File: config.mk
export PLATFORM = sky130hd
export DESIGN_NAME = fp_norm_round
export DESIGN_NICKNAME = d
export VERILOG_FILES = /design/src/rtl/fp_pkg.sv /design/src/rtl/fp_lzc.sv /design/src/rtl/fp_norm_round.sv
export SDC_FILE = /design/constraint.sdc
export NUM_CORES = 1
export LEC_CHECK = 0
export BUFFER_PORTS_ARGS = -buffer_cell sky130_fd_sc_hd__clkbuf_2
export CORE_MARGIN = 2
export CORE_UTILIZATION = 40
export CTS_CLUSTER_SIZE = 8
export DETAILED_ROUTE_END_ITERATION = 16
export PLACE_DENSITY = 0.65
export SYNTH_ARGS = -nofsm -noshare
export SYNTH_HDL_FRONTEND = slang
export SYNTH_SLANG_ARGS = --single-unit
export TNS_END_PERCENT = 30
File: constraint.sdc
create_clock -name clk -period 9.8 [get_ports clk]
set_input_delay 0.98 -clock clk [delete_from_list [all_inputs] [get_ports clk]]
set_output_delay 0.98 -clock clk [all_outputs]
set_load 0.01 [all_outputs]
File: src/rtl/fp_pkg.sv
// Shared types and constants for the binary32 normalise/round/pack stage.
package fp_pkg;

  typedef enum logic [1:0] {
    IDLE  = 2'd0,
    SHIFT = 2'd1,
    ROUND = 2'd2,
    DONE  = 2'd3
  } state_t;

  localparam int FP_BIAS    = 127;
  localparam int FP_EXP_MAX = 255;

  localparam logic [31:0] FP_QNAN    = 32'h7FC00000;
  localparam logic [31:0] FP_POS_INF = 32'h7F800000;

  // Bit positions inside the 28-bit extended mantissa
  localparam int CARRY  = 27;
  localparam int HIDDEN = 26;
  localparam int LSB    = 3;
  localparam int G      = 2;
  localparam int R      = 1;
  localparam int S      = 0;

  // Internal exponent width: wide enough for -64..+322 without wrap
  localparam int EXP_W = 11;

endpackage

File: src/rtl/fp_lzc.sv
// 27-bit leading-zero counter; an all-zero input reports 27.
module fp_lzc (
  input  logic [26:0] value,
  output logic [4:0]  count
);

  // Scan upward so the most significant set bit decides the count
  always_comb begin
    count = 5'd27;
    for (int i = 0; i <= 26; i++) begin
      if (value[i]) count = 5'(26 - i);
    end
  end

endmodule

File: src/rtl/fp_norm_round.sv
// Normalise / round-to-nearest-even / pack stage for binary32 sums.
// Optional macro FP_NORM_LZC_EN: single-cycle normalisation using a
// leading-zero counter and a barrel shifter; otherwise the mantissa is
// normalised one bit per cycle. Results and flags match in both builds.
module fp_norm_round
  import fp_pkg::*;
(
  input  logic        clk,
  input  logic        rst,
  input  logic        in_valid,
  output logic        in_ready,
  input  logic        in_sign,
  input  logic [9:0]  in_exp,
  input  logic [27:0] in_mant,
  input  logic        in_special,
  input  logic [31:0] in_special_word,
  output logic        out_valid,
  input  logic        out_ready,
  output logic [31:0] result,
  output logic        overflow,
  output logic        underflow,
  output logic        inexact
);

  localparam logic signed [EXP_W-1:0] EXP_ONE = EXP_W'(1);
  localparam logic signed [EXP_W-1:0] EXP_LIM = EXP_W'(FP_EXP_MAX);

  state_t                  state, state_nxt;
  logic                    sign_q;
  logic signed [EXP_W-1:0] exp_q;
  logic [27:0]             mant_q;
  logic [31:0]             result_q;
  logic                    ovf_q, unf_q, inx_q;

  logic [27:0]             mant_sh;
  logic signed [EXP_W-1:0] exp_sh;
  logic                    shift_last;

  logic [24:0]             rnd;
  logic [23:0]             sig_c;
  logic signed [EXP_W-1:0] exp_rnd;
  logic [32:0]             packed_c;
  logic                    inx_c, unf_c;

  // Round-to-nearest-even on bits 27..3; result may carry into bit 27
  function automatic logic [24:0] rne_round(input logic [27:0] m);
    logic inc;
    inc = m[G] & (m[R] | m[S] | m[LSB]);
    return m[CARRY:LSB] + {24'b0, inc};
  endfunction

  // Pack sign/exponent/significand, saturating to infinity; MSB flags overflow
  function automatic logic [32:0] saturate_pack(input logic s,
                                                input logic signed [EXP_W-1:0] e,
                                                input logic [23:0] sig);
    if (e >= EXP_LIM)
      return {1'b1, s, FP_POS_INF[30:0]};
    else if (!sig[23])
      return {1'b0, s, 8'h00, sig[22:0]};
    else
      return {1'b0, s, e[7:0], sig[22:0]};
  endfunction

  assign in_ready  = (state == IDLE);
  assign out_valid = (state == DONE);
  assign result    = result_q;
  assign overflow  = ovf_q;
  assign underflow = unf_q;
  assign inexact   = inx_q;

`ifdef FP_NORM_LZC_EN

  logic [4:0]              lzc;
  logic [5:0]              rsh;
  logic [4:0]              lsh;
  logic signed [EXP_W-1:0] lim;
  logic signed [EXP_W-1:0] rdist;

  // Right shift by n (n <= 28), folding every discarded bit into S
  function automatic logic [27:0] shr_sticky(input logic [27:0] m, input logic [5:0] n);
    logic [27:0] kept;
    logic [27:0] mask;
    kept = m >> n;
    mask = ~(28'hFFFFFFF << n);
    return {kept[27:1], kept[0] | (|(m & mask))};
  endfunction

  fp_lzc u_lzc (
    .value (mant_q[26:0]),
    .count (lzc)
  );

  // Whole normalisation in one step: subnormal right shift (which also
  // absorbs any carry), carry right shift, or left shift capped at exp 1
  always_comb begin
    mant_sh    = mant_q;
    exp_sh     = exp_q;
    shift_last = 1'b1;
    rsh        = '0;
    lsh        = '0;
    lim        = exp_q - EXP_ONE;
    rdist      = EXP_ONE - exp_q;
    if (exp_q < EXP_ONE) begin
      rsh     = (rdist > EXP_W'(28)) ? 6'd28 : rdist[5:0];
      mant_sh = shr_sticky(mant_q, rsh);
      exp_sh  = EXP_ONE;
    end else if (mant_q[CARRY]) begin
      mant_sh = shr_sticky(mant_q, 6'd1);
      exp_sh  = exp_q + EXP_ONE;
    end else begin
      lsh     = (lim < signed'({6'b0, lzc})) ? lim[4:0] : lzc;
      mant_sh = mant_q << lsh;
      exp_sh  = exp_q - signed'({6'b0, lsh});
    end
  end

`else

  // One normalisation action per cycle in priority order; flag the cycle
  // on which nothing is left to do
  always_comb begin
    mant_sh    = mant_q;
    exp_sh     = exp_q;
    shift_last = 1'b0;
    if (mant_q[CARRY] || (exp_q < EXP_ONE)) begin
      mant_sh = {1'b0, mant_q[27:2], mant_q[1] | mant_q[0]};
      exp_sh  = exp_q + EXP_ONE;
    end else if (!mant_q[HIDDEN] && (exp_q > EXP_ONE)) begin
      mant_sh = {mant_q[26:0], 1'b0};
      exp_sh  = exp_q - EXP_ONE;
    end else begin
      shift_last = 1'b1;
    end
  end

`endif

  // Rounding, post-round renormalisation and packing of the held operand
  always_comb begin
    rnd      = rne_round(mant_q);
    sig_c    = rnd[24] ? rnd[24:1] : rnd[23:0];
    exp_rnd  = exp_q + {{(EXP_W-1){1'b0}}, rnd[24]};
    packed_c = saturate_pack(sign_q, exp_rnd, sig_c);
    inx_c    = packed_c[32] | (|mant_q[G:S]);
    unf_c    = (packed_c[30:23] == 8'h00) & inx_c;
  end

  // FSM state register
  always_ff @(posedge clk or posedge rst) begin
    if (rst) state <= IDLE;
    else     state <= state_nxt;
  end

  // FSM next-state logic
  always_comb begin
    state_nxt = state;
    case (state)
      IDLE:  if (in_valid) state_nxt = (in_special || (in_mant == 28'd0)) ? DONE : SHIFT;
      SHIFT: if (shift_last) state_nxt = ROUND;
      ROUND: state_nxt = DONE;
      DONE:  if (out_ready) state_nxt = IDLE;
      default: state_nxt = IDLE;
    endcase
  end

  // Operand capture, normalisation steps and result/flag registers
  always_ff @(posedge clk or posedge rst) begin
    if (rst) begin
      sign_q   <= 1'b0;
      exp_q    <= '0;
      mant_q   <= '0;
      result_q <= '0;
      ovf_q    <= 1'b0;
      unf_q    <= 1'b0;
      inx_q    <= 1'b0;
    end else begin
      case (state)
        IDLE: begin
          if (in_valid && in_ready) begin
            sign_q <= in_sign;
            exp_q  <= {{(EXP_W-10){in_exp[9]}}, in_exp};
            mant_q <= in_mant;
            ovf_q  <= 1'b0;
            unf_q  <= 1'b0;
            inx_q  <= 1'b0;
            if (in_special)
              result_q <= in_special_word;
            else if (in_mant == 28'd0)
              result_q <= {in_sign, 31'b0};
          end
        end
        SHIFT: begin
          mant_q <= mant_sh;
          exp_q  <= exp_sh;
        end
        ROUND: begin
          result_q <= packed_c[31:0];
          ovf_q    <= packed_c[32];
          unf_q    <= unf_c;
          inx_q    <= inx_c;
        end
        default: ;
      endcase
    end
  end

endmodule

# Yosys cells after proc, flatten, opt, wreduce, memory -nomap -nowiden
# Index checks and enable logic that the tools add are counted.
[classes]
n_addsub = 4
magnitude_cmp = 3
eq_ne = 9
mux = 26
n_bitwise = 5
n_reduce_logical = 16
[ops]
columns = ["cell", "n"]
rows = [
  ["$mux W32", 3],
  ["$mux W28", 3],
  ["$pmux W32 S2", 1],
  ["$pmux W28 S2", 1],
  ["$mux W11", 3],
  ["$mux W33", 1],
  ["$mux W31", 1],
  ["$logic_not A28 Y1", 1],
  ["$add A25 B1 Y25", 1],
  ["$mux W24", 1],
  ["$pmux W11 S2", 1],
  ["$add A11 B1 Y11", 1],
  ["$add A11 B2 Y11 const B", 1],
  ["$ge A11 B9 Y1 const B", 1],
  ["$gt A11 B2 Y1 const B", 1],
  ["$lt A11 B2 Y1 const B", 1],
  ["$sub A11 B2 Y11 const B", 1],
  ["$reduce_and A3 Y1", 3],
  ["$logic_not A8 Y1", 1],
  ["$mux W2", 4],
  ["$pmux W2 S4", 1],
  ["$pmux W1 S2", 3],
  ["$eq A2 B2 Y1 const B", 2],
  ["$ne A2 B1 Y1 const B", 2],
  ["14 further kinds", 24],
]
[word_totals]
regBits = 77
in_bits = 76
out_inout_bits = 37
wordCells = 71

# Longest topological paths before layout
[depth]
word_depth = 10
depth_mapped = 19
mapped_depth_nobuf = 16

# Least setup slack after synthesis
# Ideal clock, no wire load.
[synth_path]
path_kind = "flip-flop to flip-flop"
start = "register mant_q[2]"
end = "register result_q[12] (netlist: result[12])"
setup_time_ns = 0.065
arrival_time_ns = 3.639
t_required_ns = 9.735
setup_slack_ns = 6.096
path_stages_with_launch = 20
path_buffers = 3
period_less_slack_ns = 3.704
path_cell_list = "dfrtp_1 -> and2_1 -> ha_1 -> and3_1 -> buf_2 -> and3_2 -> a31oi_4 -> nor2_4 -> inv_2 -> buf_4 -> ha_1 -> ha_1 -> nand3_1 -> xor2_1 -> nor3_1 -> and3_1 -> o21a_1 -> buf_2 -> o41ai_1 -> mux2_2"
[synth_between]
elab_chain_len = 6
word_cells_on_any_way = 8
classes_between = "add/sub (2); order compare (1); mux (4); bitwise (1)"
[synth_lines]
columns = ["element", "line", "text"]
rows = [
  ["start: declaration", "fp_norm_round.sv:31", "logic [27:0] mant_q;"],
  ["start signal: assignment", "fp_norm_round.sv:182", "mant_q <= in_mant;"],
  ["start signal: assignment", "fp_norm_round.sv:193", "mant_q <= mant_sh;"],
  ["$and A1 B1 Y1 *", "fp_norm_round.sv:48", "inc = m[G] & (m[R] | m[S] | m[LSB]);"],
  ["$add A25 B1 Y25 *", "fp_norm_round.sv:49", "return m[CARRY:LSB] + {24'b0, inc};"],
  ["$add A11 B1 Y11 or $mux W24 (tied branches)", "fp_norm_round.sv:142, fp_norm_round.sv:141", ""],
  ["$ge A11 B9 Y1 or $mux W31 (tied branches)", "fp_norm_round.sv:56, fp_norm_round.sv:58", ""],
  ["$mux W33 *", "fp_norm_round.sv:56", "if (e >= EXP_LIM)"],
  ["$pmux W32 S2 *", "fp_norm_round.sv:177", "case (state)"],
  ["end signal: assignment", "fp_norm_round.sv:187", "result_q <= in_special_word;"],
  ["end signal: assignment", "fp_norm_round.sv:189", "result_q <= {in_sign, 31'b0};"],
  ["end signal: assignment", "fp_norm_round.sv:197", "result_q <= packed_c[31:0];"],
  ["end: declaration", "fp_norm_round.sv:32", "logic [31:0] result_q;"],
]
# Mark *: on every way between the ends. The rest lies on a longest branch, timed or not.
# A chain may end at the register's enable or synchronous reset.

# Worst setup path in the final report
[layout_path]
start = "register mant_q[2]"
end = "register result_q[19] (netlist: result[19])"
# The elaborated chain is that of the path after synthesis.

==> impl_metrics.ini <==
[clock_network]
clock-root-buffer = clkbuf_16
tritoncts = yes
htreeDepth = 3
cts_buffers = 9
hold_buffers = 0
clock_latency_ps = 350
cts.sinks = 77
clk_path_buf_depth = 2
path_clk_slew_ps = 60
cts_setup_buffers = 0
cts_resized = 0

[yosys]
synth.top_cell.area_share_pct = 32.1
avgSynthCellArea_um2 = 7.71
synth_nets = 866
synth_warnings = 0
synth_common_cells = 100 x nand2_1, 87 x a21oi_1, 79 x nor2_1
synth.most_common_cell = nand2_1
syn_inst = 779
synth-main-ff-cell = dfrtp_1
synth-edff-count = 0
yosysUniqueCellTypes = 70
synth-seq-area-share_pct = 32.1
syn-cell-area_um2 = 6010
ys_top_cells_by_area = dfrtp_1 32%, a21oi_1 7.2%, nand2_1 6.2%, mux2i_1 5.3%, nor2_1 4.9%
async_reset_ff_share_pct = 100
post-synth-top-area-cell = dfrtp_1
synth_seq_cells = 77

[routing]
met2_length_um = 6980
first_iter_violations = 506
m1WireLength_um = 8710
routed_via_density = 5.72
vias = 5843
final_antenna_net_count = 0
dr.pass1.iters = 5
wl_met3_um = 1040
route.top_layer_used = met4
routedWlPerCell_um = 16.6
drc = 0
drt-total-wl_um = 17000

[die]
ios = 113
fp.dieW_um = 127
start_util_pct = 41.2
dieArea_um2 = 16000
rows = 44
die_y_um = 127
core_area_um2 = 14600

[power_and_ir_drop]
p_per_area_nw_per_um2 = 343
ir_drop_mv = 0.153
power_leakage_uw = 0.00285

[place]
routabilityCongestion = 0.876
port_buffers = 112
place_area_um2 = 6470
dp.final_hpwl_um = 12400

[timing]
slew_violations = 0
maxSlewHeadroom_pct = 22.9
fmax_ghz = 0.198
period_needed_ps = 5040
hold_viol_final = 0
tightest_slew_ps = 1150
setup_violations = 0
fin_crit_sh_pct = 51.4
skew_ps = 7.05
rsz0062_at_grt = false
timing.setup.tns_ps = 0

[critical_path]
crit_required_ps = 10050
crit_start = mant_q[2]
crit_chain = and2_1 > ha_1 > and3_1 > and3_2 > a31oi_4 > nor2_4 > inv_2 > ha_1 > ha_1 > nand3_1 > xor2_1 > nor3_1 > and3_1 > a21oi_2 > nand2_1 > o31ai_1
max_stage_delay_ps = 560
endpoint_kind = flop
start_kind = flop
r2r_start = mant_q[2]
cpMostUsedCell = ha_1
critical-path-slowest-cell = nor2_4
crit_arrival_ps = 5290
critical_path.max_fanout = 28
crit_type = reg2reg

[global_routing]
grt_usage_pct = 21.7
grt_pass1_wl_um = 28100
grt.overflow.total = 0
grt_max_degree = 78
grt_pass1_vias = 5264
grt_antenna_before_repair = 0

[status]
status = completed

[cells_and_area]
fillCellCount = 1485
syn_to_final_growth_pct = 12.3
nets = 921
diodes = 0
drive_gt1_share_pct = 18.3
fin_area_um2 = 6750

[worst_hold_path]
hold_start = result[31]
hold_path_class = reg2reg

[flow_run]
drv_cap = 0
==> cells by family (layout without fill, tap and decap cells) <==
group,Yosys count,count (layout),synth area share [%]
flip-flops,77,77,32.1
XOR/XNOR,20,20,2.92
AO/OA/AOI/OAI,246,246,24.9
multiplexers,36,36,6.08
buffers and inverters,89,148,7.33
AND/OR/NAND/NOR,300,300,24.4
adder cells (fa/ha/maj),11,11,2.29
==> report_power, final <==
part / total, µW / internal (µW) / switching, µW
sequential: 721 / 480 / 241
clock: 314 / 190 / 123
combinational: 1280 / 498 / 781
total: 2310 / 1170 / 1150
==> per-layer routing <==
layer	global-route usage, %	vias to the layer above
li1	-	2929
met1	34.0	2686
met2	30.2	211
met3	3.29	17
met4	7.18	0
met5	0	-
==> state kept, by name, summed over array words and instances, names as in the netlist <==
register   flops
result        32
mant_q        28
exp_q         11
state          2
inexact        1
overflow       1
sign_q         1
underflow      1
==> layout make-up <==
cell class              count  area, µm²  area share (%)
flip-flops and latches     77       1930            28.5
clock buffers              14        274            4.06
inverters                  15       56.3           0.834
multi-input cells         613       3650            54.1
clock inverters             1       5.00          0.0741
repair buffers            118        606            8.97
well taps                 184        230            3.41
==> worst paths after layout <==
check	slack, ps	endpoint	cells past startpoint
worst min-delay path	480	result[31]	2
max in group asynchronous	8220	mant_q[22]	3
min in group asynchronous	920	result[26]	3
worst min register to register	480	result[31]	2
worst max-delay path	4760	result[19]	16
worst max register to register	4760	result[19]	16
==> metrics by stage <==
stage	util, %	total power [µW]	cells	worst slack, ps	hold slack (ps)
floorplan	-	1690	779	6100	480
global placement	44.4	1980	1007	4930	470
detailed placement	44.4	2000	1007	4800	473
CTS	46.3	2320	1022	4810	486
global route	46.3	2540	1022	4280	516
finish	46.3	2310	1022	4760	481
==> critical path, delay by kind of cell, from the launching register on <==
family,cells,cell delay (ps)
XOR/XNOR,1,250
buffers and inverters,1,280
AO/OA/AOI/OAI,3,1030
adder cells (fa/ha/maj),3,720
AND/OR/NAND/NOR,8,2200
flip-flops,1,440
==> cells in the final DEF, fill, tap and decap left out, types with 6 or more instances in the layout <==
master,instances
dfrtp_1,77
o211ai_1,11
o22ai_1,9
inv_1,12
and2_1,7
xnor2_1,12
nor3_1,18
clkbuf_2,112
o21ai_0,51
ha_1,11
nand2_1,100
o21ai_1,14
clkbuf_16,9
and4_1,9
buf_4,6
and3_1,17
xor2_1,8
nor4_1,11
nand3_1,20
nand4_1,12
a32oi_1,6
a21oi_1,87
nor2_1,79
a31oi_1,19
mux2i_1,32
Power figures use the tool's default switching activity.
